[src/rtl/enc_pkg.sv]
`default_nettype none
// ============================================================================
//  Module      : enc_pkg
//  Description : Shared sizing constants and FSM state type for the
//                16-to-4 priority encoder slice.
//  Revision    : 1.0 - initial release
// ============================================================================
package enc_pkg;

  // Number of request lines and width of the encoded index
  localparam int N_LINES = 16;
  localparam int IDX_W   = 4;

  // Grant FSM: waiting for an eligible line, or holding a grant until ack
  typedef enum logic [0:0] {
    IDLE  = 1'b0,
    GRANT = 1'b1
  } state_t;

endpackage : enc_pkg
`default_nettype wire

[src/rtl/prio_scan16.sv]
`default_nettype none
// ============================================================================
//  Module      : prio_scan16
//  Description : Combinational winner search. Scans vec starting at bit
//                'start' and moving downward with wrap-around
//                (start, start-1, ..., 0, N-1, ...). Reports the first set bit.
//                A start of N-1 gives plain highest-bit-wins priority.
//  Revision    : 1.0 - initial release
// ============================================================================
module prio_scan16 #(
  parameter int N_LINES = enc_pkg::N_LINES,
  parameter int IDX_W   = enc_pkg::IDX_W
) (
  input  logic [N_LINES-1:0] vec,
  input  logic [IDX_W-1:0]   start,
  output logic [IDX_W-1:0]   idx,
  output logic               found
);

  logic [IDX_W-1:0] w_pos;

  // First set bit walking down from start; the index arithmetic wraps at N
  always_comb begin
    idx   = '0;
    found = 1'b0;
    w_pos = '0;
    for (int i = 0; i < N_LINES; i++) begin
      w_pos = start - IDX_W'(i);
      if (!found && vec[w_pos]) begin
        found = 1'b1;
        idx   = w_pos;
      end
    end
  end

endmodule : prio_scan16
`default_nettype wire

[src/rtl/priority_encoder16to4.sv]
`default_nettype none
// ============================================================================
//  Module      : priority_encoder16to4
//  Description : Registered 16-line priority encoder with request capture,
//                per-line mask, global enable and a valid/ack grant handshake.
//                Optional round-robin arbitration is enabled by defining
//                PRIO_ENC_ROUND_ROBIN_EN; otherwise line 15 always wins.
//  Revision    : 1.0 - initial release
// ============================================================================
module priority_encoder16to4 #(
  parameter int N_LINES = enc_pkg::N_LINES,
  parameter int IDX_W   = enc_pkg::IDX_W
) (
  input  logic               clk,
  input  logic               rst_n,
  input  logic [N_LINES-1:0] req,
  input  logic [N_LINES-1:0] mask,
  input  logic               En,
  input  logic               ack,
  output logic               valid,
  output logic [IDX_W-1:0]   idx,
  output logic [N_LINES-1:0] pending
);

  import enc_pkg::*;

  localparam logic [IDX_W-1:0]   c_top_line = IDX_W'(N_LINES - 1);
  localparam logic [N_LINES-1:0] c_one      = N_LINES'(1);

  state_t               r_state;
  state_t               w_state_nxt;
  logic [N_LINES-1:0]   r_pending;
  logic [IDX_W-1:0]     r_idx;
  logic                 r_valid;
  logic [IDX_W-1:0]     w_idx_nxt;
  logic                 w_valid_nxt;

  logic [N_LINES-1:0]   w_elig;
  logic [N_LINES-1:0]   w_clr;
  logic                 w_accept;
  logic [IDX_W-1:0]     w_start;
  logic [IDX_W-1:0]     w_win;
  logic                 w_found;

  assign w_elig   = r_pending & mask;
  // Ack only counts while a grant is actually presented
  assign w_accept = r_valid & ack;
  assign w_clr    = w_accept ? (c_one << r_idx) : '0;

`ifdef PRIO_ENC_ROUND_ROBIN_EN
  logic [IDX_W-1:0] r_ptr;

  // Rotate pointer: next search starts just below the line last accepted
  always_ff @(posedge clk) begin
    if (!rst_n)
      r_ptr <= c_top_line;
    else if (w_accept)
      r_ptr <= r_idx - IDX_W'(1);
  end

  assign w_start = r_ptr;
`else
  assign w_start = c_top_line;
`endif

  prio_scan16 #(
    .N_LINES (N_LINES),
    .IDX_W   (IDX_W)
  ) u_scan (
    .vec   (w_elig),
    .start (w_start),
    .idx   (w_win),
    .found (w_found)
  );

  // Pending capture; the set term is OR-ed last so a new request wins over the clear
  always_ff @(posedge clk) begin
    if (!rst_n)
      r_pending <= '0;
    else
      r_pending <= (r_pending & ~w_clr) | (req & mask);
  end

  // FSM state and grant registers
  always_ff @(posedge clk) begin
    if (!rst_n) begin
      r_state <= IDLE;
      r_idx   <= '0;
      r_valid <= 1'b0;
    end else begin
      r_state <= w_state_nxt;
      r_idx   <= w_idx_nxt;
      r_valid <= w_valid_nxt;
    end
  end

  // Next-state logic: grant on eligible pending in IDLE, hold until ack in GRANT
  always_comb begin
    w_state_nxt = r_state;
    w_idx_nxt   = r_idx;
    w_valid_nxt = r_valid;
    case (r_state)
      IDLE: begin
        w_valid_nxt = 1'b0;
        if (En && w_found) begin
          w_state_nxt = GRANT;
          w_idx_nxt   = w_win;
          w_valid_nxt = 1'b1;
        end
      end
      GRANT: begin
        w_valid_nxt = 1'b1;
        if (ack) begin
          w_state_nxt = IDLE;
          w_valid_nxt = 1'b0;
        end
      end
      default: begin
        w_state_nxt = IDLE;
        w_valid_nxt = 1'b0;
      end
    endcase
  end

  assign valid   = r_valid;
  assign idx     = r_idx;
  assign pending = r_pending;

endmodule : priority_encoder16to4
`default_nettype wire

[config.mk]
export PLATFORM = sky130hd
export DESIGN_NAME = priority_encoder16to4
export DESIGN_NICKNAME = d
export VERILOG_FILES = /design/src/rtl/enc_pkg.sv /design/src/rtl/prio_scan16.sv /design/src/rtl/priority_encoder16to4.sv
export SDC_FILE = /design/constraint.sdc
export NUM_CORES = 1
export LEC_CHECK = 0
export CAP_MARGIN = 0
export CORE_ASPECT_RATIO = 0.5
export CORE_MARGIN = 5
export CORE_UTILIZATION = 40
export DETAILED_ROUTE_END_ITERATION = 10
export GPL_TIMING_DRIVEN = 1
export PLACE_DENSITY = 0.81
export SLEW_MARGIN = 40
export SYNTH_ARGS = -nofsm -noshare
export SYNTH_HDL_FRONTEND = slang
export SYNTH_SLANG_ARGS = --single-unit
[constraint.sdc]
create_clock -name clk -period 3 [get_ports clk]
set_input_delay 0.3 -clock clk [delete_from_list [all_inputs] [get_ports clk]]
set_output_delay 0.3 -clock clk [all_outputs]
set_load 0.02 [all_outputs]
==> qor.log, run 1 <==
[setup_path] critical path fanouts, max 4
[synth] library cell with the largest summed area after synthesis sky130_fd_sc_hd__dfxtp_1
[synth] count of warnings emitted by yosys 0
[floorplan] Die Y-Extent 46.89 microns
[floorplan] die area 3928 sq um
[placement] Cells after DPL 225
[sta] Setup Viol. Count Final 0
[clock_network] total number of clock tree sinks 21
[global_route] vias in the first global route 1173
[floorplan] Initial Utilization 0.4183
[placement] Routability Congestion 0.9567
[synth] largest cells by area after synthesis sky130_fd_sc_hd__dfxtp_1 (39%), sky130_fd_sc_hd__nand2_1 (10%), sky130_fd_sc_hd__a21oi_1 (8.3%)
[floorplan] die width 83.78 microns
[finish] number of nets in the layout 229
[detailed_routing] routed vias 1260
[synth] cell area after synthesis 1089 sq um
[finish] number of cells in the finished layout apart from fillers 229
[synth] distinct cell type count after synthesis 37
[clock_network] Clock Latency Late Sink 0.26 ns
[global_route] GR Overflow Total 0
[detailed_routing] final antenna-violating net count 0
[pwr] static leakage 0.6153 nW
[finish] layout cells sized above 1 0.05729
[placement] PortBufs 56
[clock_network] Post-CTS Setup Repair Bufs 0
[global_route] overall track demand over capacity in global routing 0.1881
[min_path] HP Class reg2reg
[synth] mean post-synth cell area 8.185 sq um
[placement] detailed placement HPWL 2.822 mm
[clock_network] CTS clk-pin slew, worst paths 0.08 ns
[placement] Placed Instance Area 1692 sq um
[setup_path] Worst EP arrival 2.20 ns
[sta] Min Clock Period, post-route 2.005 ns
[setup_path] r2r startpoint pending[6]$_SDFF_PN0_
[detailed_routing] routed wire length 3.520 mm
[clock_network] total clock buffers created by CTS 3
[pwr] Peak supply drop 0.0002376 V
[pwr] power density relative to cell area 437.3 nW/um^2
[finish] Post-Layout Inst Area 1738 sq um
[finish] highest-count cells in the layout ignoring fill and taps sky130_fd_sc_hd__clkdlybuf4s50_1 (56), sky130_fd_sc_hd__nand2_1 (29), sky130_fd_sc_hd__dfxtp_1 (21)
[setup_path] CP Data Required Time 3.20 ns
[clock_network] cts hold-fix bufs 0
[clock_network] post-CTS sizing 0
[setup_path] endpoint of the most critical register-to-register path idx[2]$_SDFFE_PN0P_
[finish] layout overhead on the synthesized area 59.66%
[detailed_routing] average via count per standard cell 5.502
[placement] Post-Place Setup Slack 0.7354 ns
[finish] total of fill cells in the finished design 220
[sta] setup slack of the critical path after layout 0.9949 ns
[clock_network] CTS H-tree depth 1
[sta] final slew viol count 0
[setup_path] number of cell instances on the worst register-to-register path 4
[setup_path] category of the worst setup path launch point input port
[setup_path] r2r setup slk 1.17 ns
[global_route] first-pass GRT wire length 5.782 mm
[synth] Synth Register Bits 21
[detailed_routing] post-detailed-route DRC marker count 0
[synth] synthesized netlist net count 169
[sta] Setup TNS 0 ns
[global_route] antenna violations before repair 0
[finish] number of diodes added for antenna fixing 0
[synth] number of instances in the synthesized netlist 133
[detailed_routing] DRT Pass-1 Iters 4
[clock_network] buffers from clock root to sink, at most 2
[floorplan] placement row count 13
[sta] Hold Fails Final Rpt 0
[floorplan] Ports 57
[clock_network] clock tree from TritonCTS done
[synth] register area share after synthesis 0.3862
[run_status] outcome finished, final reports clean
[setup_path] critical path endpoint category flop
[setup_path] end point of the critical path idx[2]$_SDFFE_PN0P_
[synth] share of the synthesized area in the top cell type 0.3862
[floorplan] Core Box Area 2603 sq um
[detailed_routing] Iteration-0 DRC Markers 55
[sta] Slew @ Worst Pin 0.7213 ns
[pwr] power after layout 0.7600 mW
[setup_path] worst setup path start mask[6]
[setup_path] category of the critical setup timing path in2reg
[job] total of max-cap violations 0
[sta] setup repair after global routing missed its margin false
[finish] most common library cell in the layout ignoring fill and taps sky130_fd_sc_hd__clkdlybuf4s50_1
[detailed_routing] WL/cell 15.37 microns
[sta] Final period util 0.6684
[clock_network] buffer cell driving the clock tree root sky130_fd_sc_hd__clkbuf_8
[sta] worst clock skew 0.001829 ns
[global_route] pin count of the biggest net entering global routing 19
[sta] maximum clock frequency 498.7 MHz
[sta] headroom to the max-slew limit 0.5192
## per-layer routing
metal | vias to the layer above | global-route usage | wire length, microns
met2 | 44 | 0.3033 | 1560
li1 | 630 | - | -
met1 | 582 | 0.2596 | 1678
met3 | 4 | 0.04203 | 247
met5 | - | 0 | 0
met4 | 0 | 0.05449 | 33
## cell type report
| class | count | area, sq um | share of cell area |
|---|---|---|---|
| clock buffer | 3 | 41.29 | 0.02376 |
| clock inverter | 1 | 5.005 | 0.002880 |
| inverter | 2 | 7.507 | 0.004320 |
| multi-input combinational | 109 | 656.9 | 0.3780 |
| sequential | 21 | 420.4 | 0.2419 |
| tap | 37 | 46.29 | 0.02664 |
| timing repair buffer | 56 | 560.5 | 0.3225 |
## critical path: stages
cell                              delay, ns
sky130_fd_sc_hd__clkdlybuf4s50_1       0.45
sky130_fd_sc_hd__a222oi_1              0.70
sky130_fd_sc_hd__nand3_2               0.21
sky130_fd_sc_hd__o31ai_4               0.32
sky130_fd_sc_hd__mux2i_1               0.22
## worst min-delay path by stage
stage	from	to	slack, ns	cells after the start
finish	pending[8]$_SDFF_PN0_	pending[8]$_SDFF_PN0_	0.50	2
detailed placement	pending[8]$_SDFF_PN0_	pending[8]$_SDFF_PN0_	0.49	2
global route	pending[8]$_SDFF_PN0_	pending[8]$_SDFF_PN0_	0.55	2
global placement	pending[8]$_SDFF_PN0_	pending[8]$_SDFF_PN0_	0.49	2
floorplan	mask[0]	pending[0]$_SDFF_PN0_	0.44	2
CTS	pending[8]$_SDFF_PN0_	pending[8]$_SDFF_PN0_	0.50	2
## power breakdown
part	internal, mW	switching, mW
Clock	0.0927	0.0987
Sequential	0.302	0.0274
Combinational	0.124	0.116
## cell usage after synthesis, drive strengths merged
library cell / number
nand2: 29
o41ai: 1
and2: 4
a211o: 1
mux2i: 2
a41oi: 1
nand4b: 2
dfxtp: 21
a31oi: 1
o32a: 1
o22a: 1
or2: 2
o21a: 1
a22oi: 5
a221oi: 1
clkbuf: 1
nand2b: 2
nand3: 3
a211oi: 1
o31a: 1
o31ai: 1
nor4b: 1
a21oi: 18
nand4: 2
inv: 2
o311ai: 1
or3: 1
a32oi: 1
and2b: 1
a22o: 4
o21ai: 18
a222oi: 2
## per-stage QoR
step             util  hold WS (ns)
2_1_floorplan       -        0.4360
3_3_place_gp   0.6500        0.4886
3_5_place_dp   0.6500        0.4909
4_1_cts        0.6678        0.5030
5_1_grt        0.6678        0.5541
6_report       0.6678        0.5029
## flip-flops by register name (all words and copies together) (netlist names)
| signal | cells |
|---|---|
| pending | 16 |
| valid | 1 |
| idx | 4 |
## cells by family after synthesis
family | Yosys count | share of synthesized area
simple gates | 47 | 0.2161
mux | 2 | 0.01839
flops | 21 | 0.3862
compound gates | 60 | 0.3690
buf+inv | 3 | 0.01033
(Power assumes the default switching activity.)
==> run 2: changes to the inputs <==
CORE_UTILIZATION = 39   (was 40)
PLACE_DENSITY = 0.79   (was 0.81)
clock period = 2.1 ns   (was 3 ns; I/O delays follow)
==> run 2 against run 1 <==
  * Clock skew grew 0.00096 ns
  * Global-route usage fell by 0.35 points
  * Critical path depth grew 1
  * Highest routed layer unchanged
  * Core utilization is 0.59 points lower
  * Wire length is 0.82% higher
  * Register-to-register slack got worse by 0.63 ns
  * Clock power is 40% higher
  * Worst setup slack got worse by 0.56 ns
  * First-iteration DRC count up 82%
  * Sequential cell count unchanged
  * Die area is 2.1% higher
==> qor.log, run 2 (synthesis results as in run 1) <==
[setup_path] gate family responsible for the most delay along the worst path buffers and inverters [was compound AO/OA/AOI/OAI gates]
[floorplan] Die Y-Extent 47.36 microns [was 46.89 microns]
[clock_network] CTS H-tree depth 1 [unchanged]
[finish] layout overhead on the synthesized area 60.23% [was 59.66%]
[pwr] Peak supply drop 0.0003178 V [was 0.0002376 V]
[placement] Routability Congestion 0.9110 [was 0.9567]
[finish] number of diodes added for antenna fixing 0 [unchanged]
[detailed_routing] routed wire length 3.549 mm [was 3.520 mm]
[clock_network] buffer cell driving the clock tree root sky130_fd_sc_hd__clkbuf_8 [unchanged]
[floorplan] Core Box Area 2635 sq um [was 2603 sq um]
[sta] Min Clock Period, post-route 1.661 ns
[detailed_routing] final antenna-violating net count 0 [unchanged]
[clock_network] buffers from clock root to sink, at most 2 [unchanged]
[setup_path] critical path cell sequence clkdlybuf4s50_1 > a222oi_1 > buf_4 > nand3_2 > o31ai_4 > mux2i_1 [was clkdlybuf4s50_1 > a222oi_1 > nand3_2 > o31ai_4 > mux2i_1]
[sta] Slew @ Worst Pin 0.3566 ns [was 0.7213 ns]
[clock_network] post-CTS sizing 0 [unchanged]
[finish] layout cells sized above 1 0.05699 [was 0.05729]
[sta] headroom to the max-slew limit 0.7593 [was 0.5192]
[setup_path] Worst EP arrival 1.85 ns [was 2.20 ns]
[finish] most common library cell in the layout ignoring fill and taps sky130_fd_sc_hd__clkdlybuf4s50_1 [unchanged]
[detailed_routing] WL/cell 15.43 microns [was 15.37 microns]
[run_status] outcome finished, final reports clean [unchanged]
[global_route] overall track demand over capacity in global routing 0.1846 [was 0.1881]
[clock_network] Clock Latency Late Sink 0.26 ns [about the same]
[global_route] pin count of the biggest net entering global routing 19 [unchanged]
[sta] Setup Viol. Count Final 0 [unchanged]
[sta] worst clock skew 0.002785 ns [was 0.001829 ns]
[min_path] HP Class in2reg [was reg2reg]
[pwr] net switching power 0.3392 mW [was 0.2417 mW]
[global_route] first-pass GRT wire length 5.720 mm [was 5.782 mm]
[sta] final slew viol count 0 [unchanged]
[sta] Setup TNS 0 ns [unchanged]
[global_route] vias in the first global route 1168 [was 1173]
[floorplan] die area 4012 sq um [was 3928 sq um]
[clock_network] cts hold-fix bufs 0 [unchanged]
[detailed_routing] routed vias 1244 [was 1260]
[pwr] share of total power in combinational logic 0.321 [was 0.315]
[clock_network] CTS clk-pin slew, worst paths 0.08 ns [about the same]
[finish] number of cells in the finished layout apart from fillers 230 [was 229]
[setup_path] category of the critical setup timing path in2reg [unchanged]
[pwr] Flop pwr share 0.433 [about the same]
[setup_path] critical path endpoint category flop [unchanged]
[job] total of max-cap violations 0 [unchanged]
[sta] Final period util 0.7907
[setup_path] CP Data Required Time 2.29 ns [was 3.20 ns]
[floorplan] Initial Utilization 0.4131 [was 0.4183]
[setup_path] slowest cell delay on critical path 0.46 ns [was 0.70 ns]
[clock_network] total clock buffers created by CTS 3 [unchanged]
[detailed_routing] DRT Pass-1 Iters 4 [unchanged]
[sta] setup repair after global routing missed its margin false [unchanged]
[pwr] part of the total power dissipated in the clock network 0.246 [was 0.252]
[finish] flip-flop count of the largest register, all copies and words added 16 [unchanged]
[floorplan] Ports 57 [unchanged]
[setup_path] category of the worst setup path launch point input port [unchanged]
[floorplan] die width 84.72 microns [was 83.78 microns]
[placement] PortBufs 56 [unchanged]
[pwr] power after layout 1.085 mW [was 0.7600 mW]
[finish] final standard cell utilization of the core 0.6619 [was 0.6678]
[clock_network] Post-CTS Setup Repair Bufs 0 [unchanged]
[sta] Hold Fails Final Rpt 0 [unchanged]
[pwr] Int Power 0.7458 mW [was 0.5183 mW]
[setup_path] crit path buf inv count 2 [was 1]
[finish] number of nets in the layout 230 [was 229]
[setup_path] critical path fanouts, max 4 [unchanged]
[sta] maximum clock frequency 602.2 MHz
[pwr] static leakage 0.6170 nW [was 0.6153 nW]
[global_route] GR Overflow Total 0 [unchanged]
[pwr] power density relative to cell area 622.1 nW/um^2 [was 437.3 nW/um^2]
[floorplan] placement row count 13 [unchanged]
[finish] highest-count cells in the layout ignoring fill and taps sky130_fd_sc_hd__clkdlybuf4s50_1 (56), sky130_fd_sc_hd__nand2_1 (29), sky130_fd_sc_hd__dfxtp_1 (21) [unchanged]
[placement] Cells after DPL 226 [was 225]
[placement] detailed placement HPWL 2.858 mm [was 2.822 mm]
[detailed_routing] average via count per standard cell 5.409 [was 5.502]
[clock_network] total number of clock tree sinks 21 [unchanged]
[detailed_routing] Iteration-0 DRC Markers 100 [was 55]
[global_route] antenna violations before repair 0 [unchanged]
[setup_path] CP max stage cell sky130_fd_sc_hd__clkdlybuf4s50_1 [was sky130_fd_sc_hd__a222oi_1]
[detailed_routing] post-detailed-route DRC marker count 0 [unchanged]
[pwr] net switching fraction of the power 0.3126 [was 0.3180]
[clock_network] clock tree from TritonCTS done [unchanged]
==> run 2: cell types whose count changed in the layout (fill, tap and decap cells not counted) <==
cell | previous run | this run
sky130_fd_sc_hd__clkinv_2 | 1 | 0
sky130_fd_sc_hd__buf_4 | 0 | 1
sky130_fd_sc_hd__clkbuf_1 | 0 | 1
==> run 2: worst reg2reg max path, cell delays in order (launching register included) <==
cell and delay [ns]:
sky130_fd_sc_hd__dfxtp_1 0.34, sky130_fd_sc_hd__a222oi_1 0.33, sky130_fd_sc_hd__buf_4 0.20, sky130_fd_sc_hd__nand3_2 0.11
sky130_fd_sc_hd__o31ai_4 0.29, sky130_fd_sc_hd__mux2i_1 0.22
==> run 2: cell type report <==
cell class / count / area [sq um]
Sequential cell: 21 / 420.4
Fill cell: 238 / 890.9
Tap cell: 37 / 46.29
Inverter: 2 / 7.507
Clock buffer: 4 / 45.04
Timing Repair Buffer: 57 / 568.0
Multi-Input combinational cell: 109 / 656.9
==> run 2: final timing paths <==
| path | slack, ns | start | end | depth (start not counted) |
|---|---|---|---|---|
| max | 0.44 | mask[6] | idx[2]$_SDFFE_PN0P_ | 6 |
| min | 0.50 | req[0] | pending[0]$_SDFF_PN0_ | 3 |
| min reg2reg | 0.51 | pending[8]$_SDFF_PN0_ | pending[8]$_SDFF_PN0_ | 2 |
| max reg2reg | 0.54 | pending[6]$_SDFF_PN0_ | idx[2]$_SDFFE_PN0P_ | 5 |
==> run 2: per-stage QoR <==
step	setup WS (ns)	hold slack [ns]	cell area [sq um]
floorplan	0.4766	0.3460	1089
global placement	0.2336	0.4858	1699
detailed placement	0.1962	0.5018	1699
CTS	0.4514	0.4954	1744
global route	0.3327	0.5007	1744
finish	0.4395	0.4960	1744
==> run 2: power by group through the flow <==
| stage | logic (mW) | clock network (mW) | registers (mW) |
|---|---|---|---|
| 5_1_grt | 0.373 | 0.286 | 0.476 |
| 2_1_floorplan | 0.127 | 0 | 0.512 |
| 3_3_place_gp | 0.343 | 0 | 0.477 |
| 6_report | 0.348 | 0.267 | 0.470 |
| 3_5_place_dp | 0.346 | 0 | 0.478 |
| 4_1_cts | 0.348 | 0.271 | 0.469 |
==> run 2: layer usage <==
| layer | share of wire | vias up | track usage |
|---|---|---|---|
| met5 | 0 | - | 0 |
| met4 | 0.0056 | 0 | 0.03785 |
| met3 | 0.076 | 2 | 0.04729 |
| met2 | 0.43 | 34 | 0.3064 |
| met1 | 0.48 | 579 | 0.2497 |
| li1 | - | 629 | - |
==> edit, RTL diff (flow settings as in run 1) <==
`N_LINES`: 16 -> 32.
--- a/src/rtl/enc_pkg.sv
+++ b/src/rtl/enc_pkg.sv
@@ -8,7 +8,7 @@
 package enc_pkg;
 
   // Number of request lines and width of the encoded index
-  localparam int N_LINES = 16;
+  localparam int N_LINES = 32;
   localparam int IDX_W   = 4;
 
   // Grant FSM: waiting for an eligible line, or holding a grant until ack
Ports: changed (resized mask, pending and req); port bits go from 57 to 105. The function was not compared with the original's and may differ.
==> edit against run 1 <==
Design area increased by 56%; critical path depth increased by 1; sequential cell count increased by 16; wire length increased by 58%; power increased by 70%; critical endpoint is now idx[0]; critical path type unchanged; combinational power increased by 44%; clock skew increased by 0.0050 ns; synthesized area increased by 38%; worst setup slack improved by 0.20 ns.
==> edit: results (changes against run 1) <==
[detailed_routing]
drt_first_pass_iters = 4  ; unchanged
wl_per_cell_um = 16.5  ; +7.5%
drtIter0Drc = 76  ; +38%
via_per_inst = 5.17  ; -6.1%
antenna_left = 0  ; unchanged
wl_mm = 5.55  ; +58%

[synth]
synth_seq_area_share = 0.493  ; +0.107
ys_top_cells_by_area = dfxtp_1, a21oi_1, nand2_1
ys.warnings.count = 0  ; unchanged
yosysTopAreaCell = dfxtp_1
synth.net_count = 243  ; +44%
ys_top_cells_by_count = dfxtp_1, a21oi_1, nand2_1
ys_types = 32  ; -14%
synth.avg_cell_area_um2 = 8.59  ; +4.9%
synthArstFlopShare = 0  ; unchanged

[placement]
dp_cells = 328  ; +46%
gp_congestion = 0.778  ; -19%
portBuffers = 104  ; +86%
hpwl_mm = 4.32  ; +53%
pre_cts_ws_ns = 0.949  ; +0.213 ns
dpl_cell_area_um2 = 2600  ; +54%

[global_routing]
grt_usage = 0.210  ; +0.0224
grt_max_degree = 20  ; +1
grt_pass1_wl_mm = 8.50  ; +47%
antenna_found_initial = 0  ; unchanged
grt_pass1_vias = 1702  ; +45%

[clock_tree]
h-tree-depth = 2  ; +1
cts_buffers = 5  ; +2
worstSkewPairLatency_ns = 0.29  ; +0.03 ns
cts_buffer_depth = 2  ; unchanged
cts_resized = 0  ; unchanged
post_cts_buffers = 0  ; unchanged
clk_pin_slew_ns = 0.07
cts_root_buf = clkbuf_8

[layout]
finalNetCount = 352  ; +54%
drive_above_1_share = 0.0667  ; +0.00938
largest_register_ffs = 32  ; +16
n_antenna_cell = 0  ; unchanged

[power_and_ir_drop]
p_leak_uw = 0.00102  ; +65%
peakVddDrop_mv = 0.308  ; +30%

[critical_path]
path_max_fanout = 5  ; +1
arrival_ns = 1.99  ; -0.21 ns

[timing]
worst_slew_pin_slew_ns = 0.559  ; -0.162 ns
tns_ns = 0  ; unchanged
fin_skew_ns = 0.00682  ; +0.00499 ns

[min_path]
hold_path.class = reg -> reg

[status]
outcome = finished, final reports clean

[die]
die_x_um = 96.7  ; +15%

-- edit: cell count changes after synthesis, sizes merged, moves of 4 or more --
cell / delta
and2: -4
dfxtp: +16
nor2: +17
a22o: -4
a21oi: +17
-- edit: critical path, cell delays in order --
cell,delay (ns)
clkdlybuf4s50_1,0.49
a22oi_4,0.26
nand4_4,0.16
or2_1,0.29
o221a_1,0.24
a221oi_2,0.25
-- edit: cells by family (layout without fill, tap and decap cells) --
logic type,after synthesis,count (layout),share of synthesized area
and+or+nand+nor,64,64,0.201
buffers and inverters,5,115,0.0125
AOI/OAI and AO/OA,69,69,0.294
DFF,37,37,0.493
-- edit: cell type report --
| cell class | instances | area [um2] |
|---|---|---|
| repair buffers | 105 | 1050 |
| fillers | 272 | 823 |
| multi-input cells | 133 | 743 |
| flip-flops and latches | 37 | 741 |
| clock buffers | 7 | 96.3 |
| well taps | 51 | 63.8 |
| inverters | 2 | 7.51 |
| clock inverters | 1 | 5.00 |
-- edit: power breakdown --
group | internal, uW | switching [uW]
clock | 208 | 181
sequential | 529 | 32.8
combinational | 188 | 155
-- edit: worst paths after layout --
| check | startpoint | slack [ns] | cells past startpoint | end |
|---|---|---|---|---|
| min reg2reg | pending[20] | 0.47 | 2 | pending[20] |
| min | pending[20] | 0.47 | 2 | pending[20] |
| max reg2reg | pending[13] | 1.37 | 5 | idx[0] |
| max | mask[13] | 1.20 | 6 | idx[0] |
-- edit: routing by layer --
| layer | routed length [um] | up-vias | global-route usage |
|---|---|---|---|
| met2 | 2910 | 54 | 0.385 |
| met4 | 48 | 0 | 0.0606 |
| met1 | 2230 | 828 | 0.249 |
| met5 | 0 | - | 0 |
| li1 | - | 848 | - |
| met3 | 352 | 6 | 0.0539 |
-- edit: stage by stage --
stage | total power (uW) | util
3_5_place_dp | 911 | 0.738
5_1_grt | 1350 | 0.767
4_1_cts | 1290 | 0.767
3_3_place_gp | 904 | 0.738
6_report | 1290 | 0.767
2_1_floorplan | 715 | -
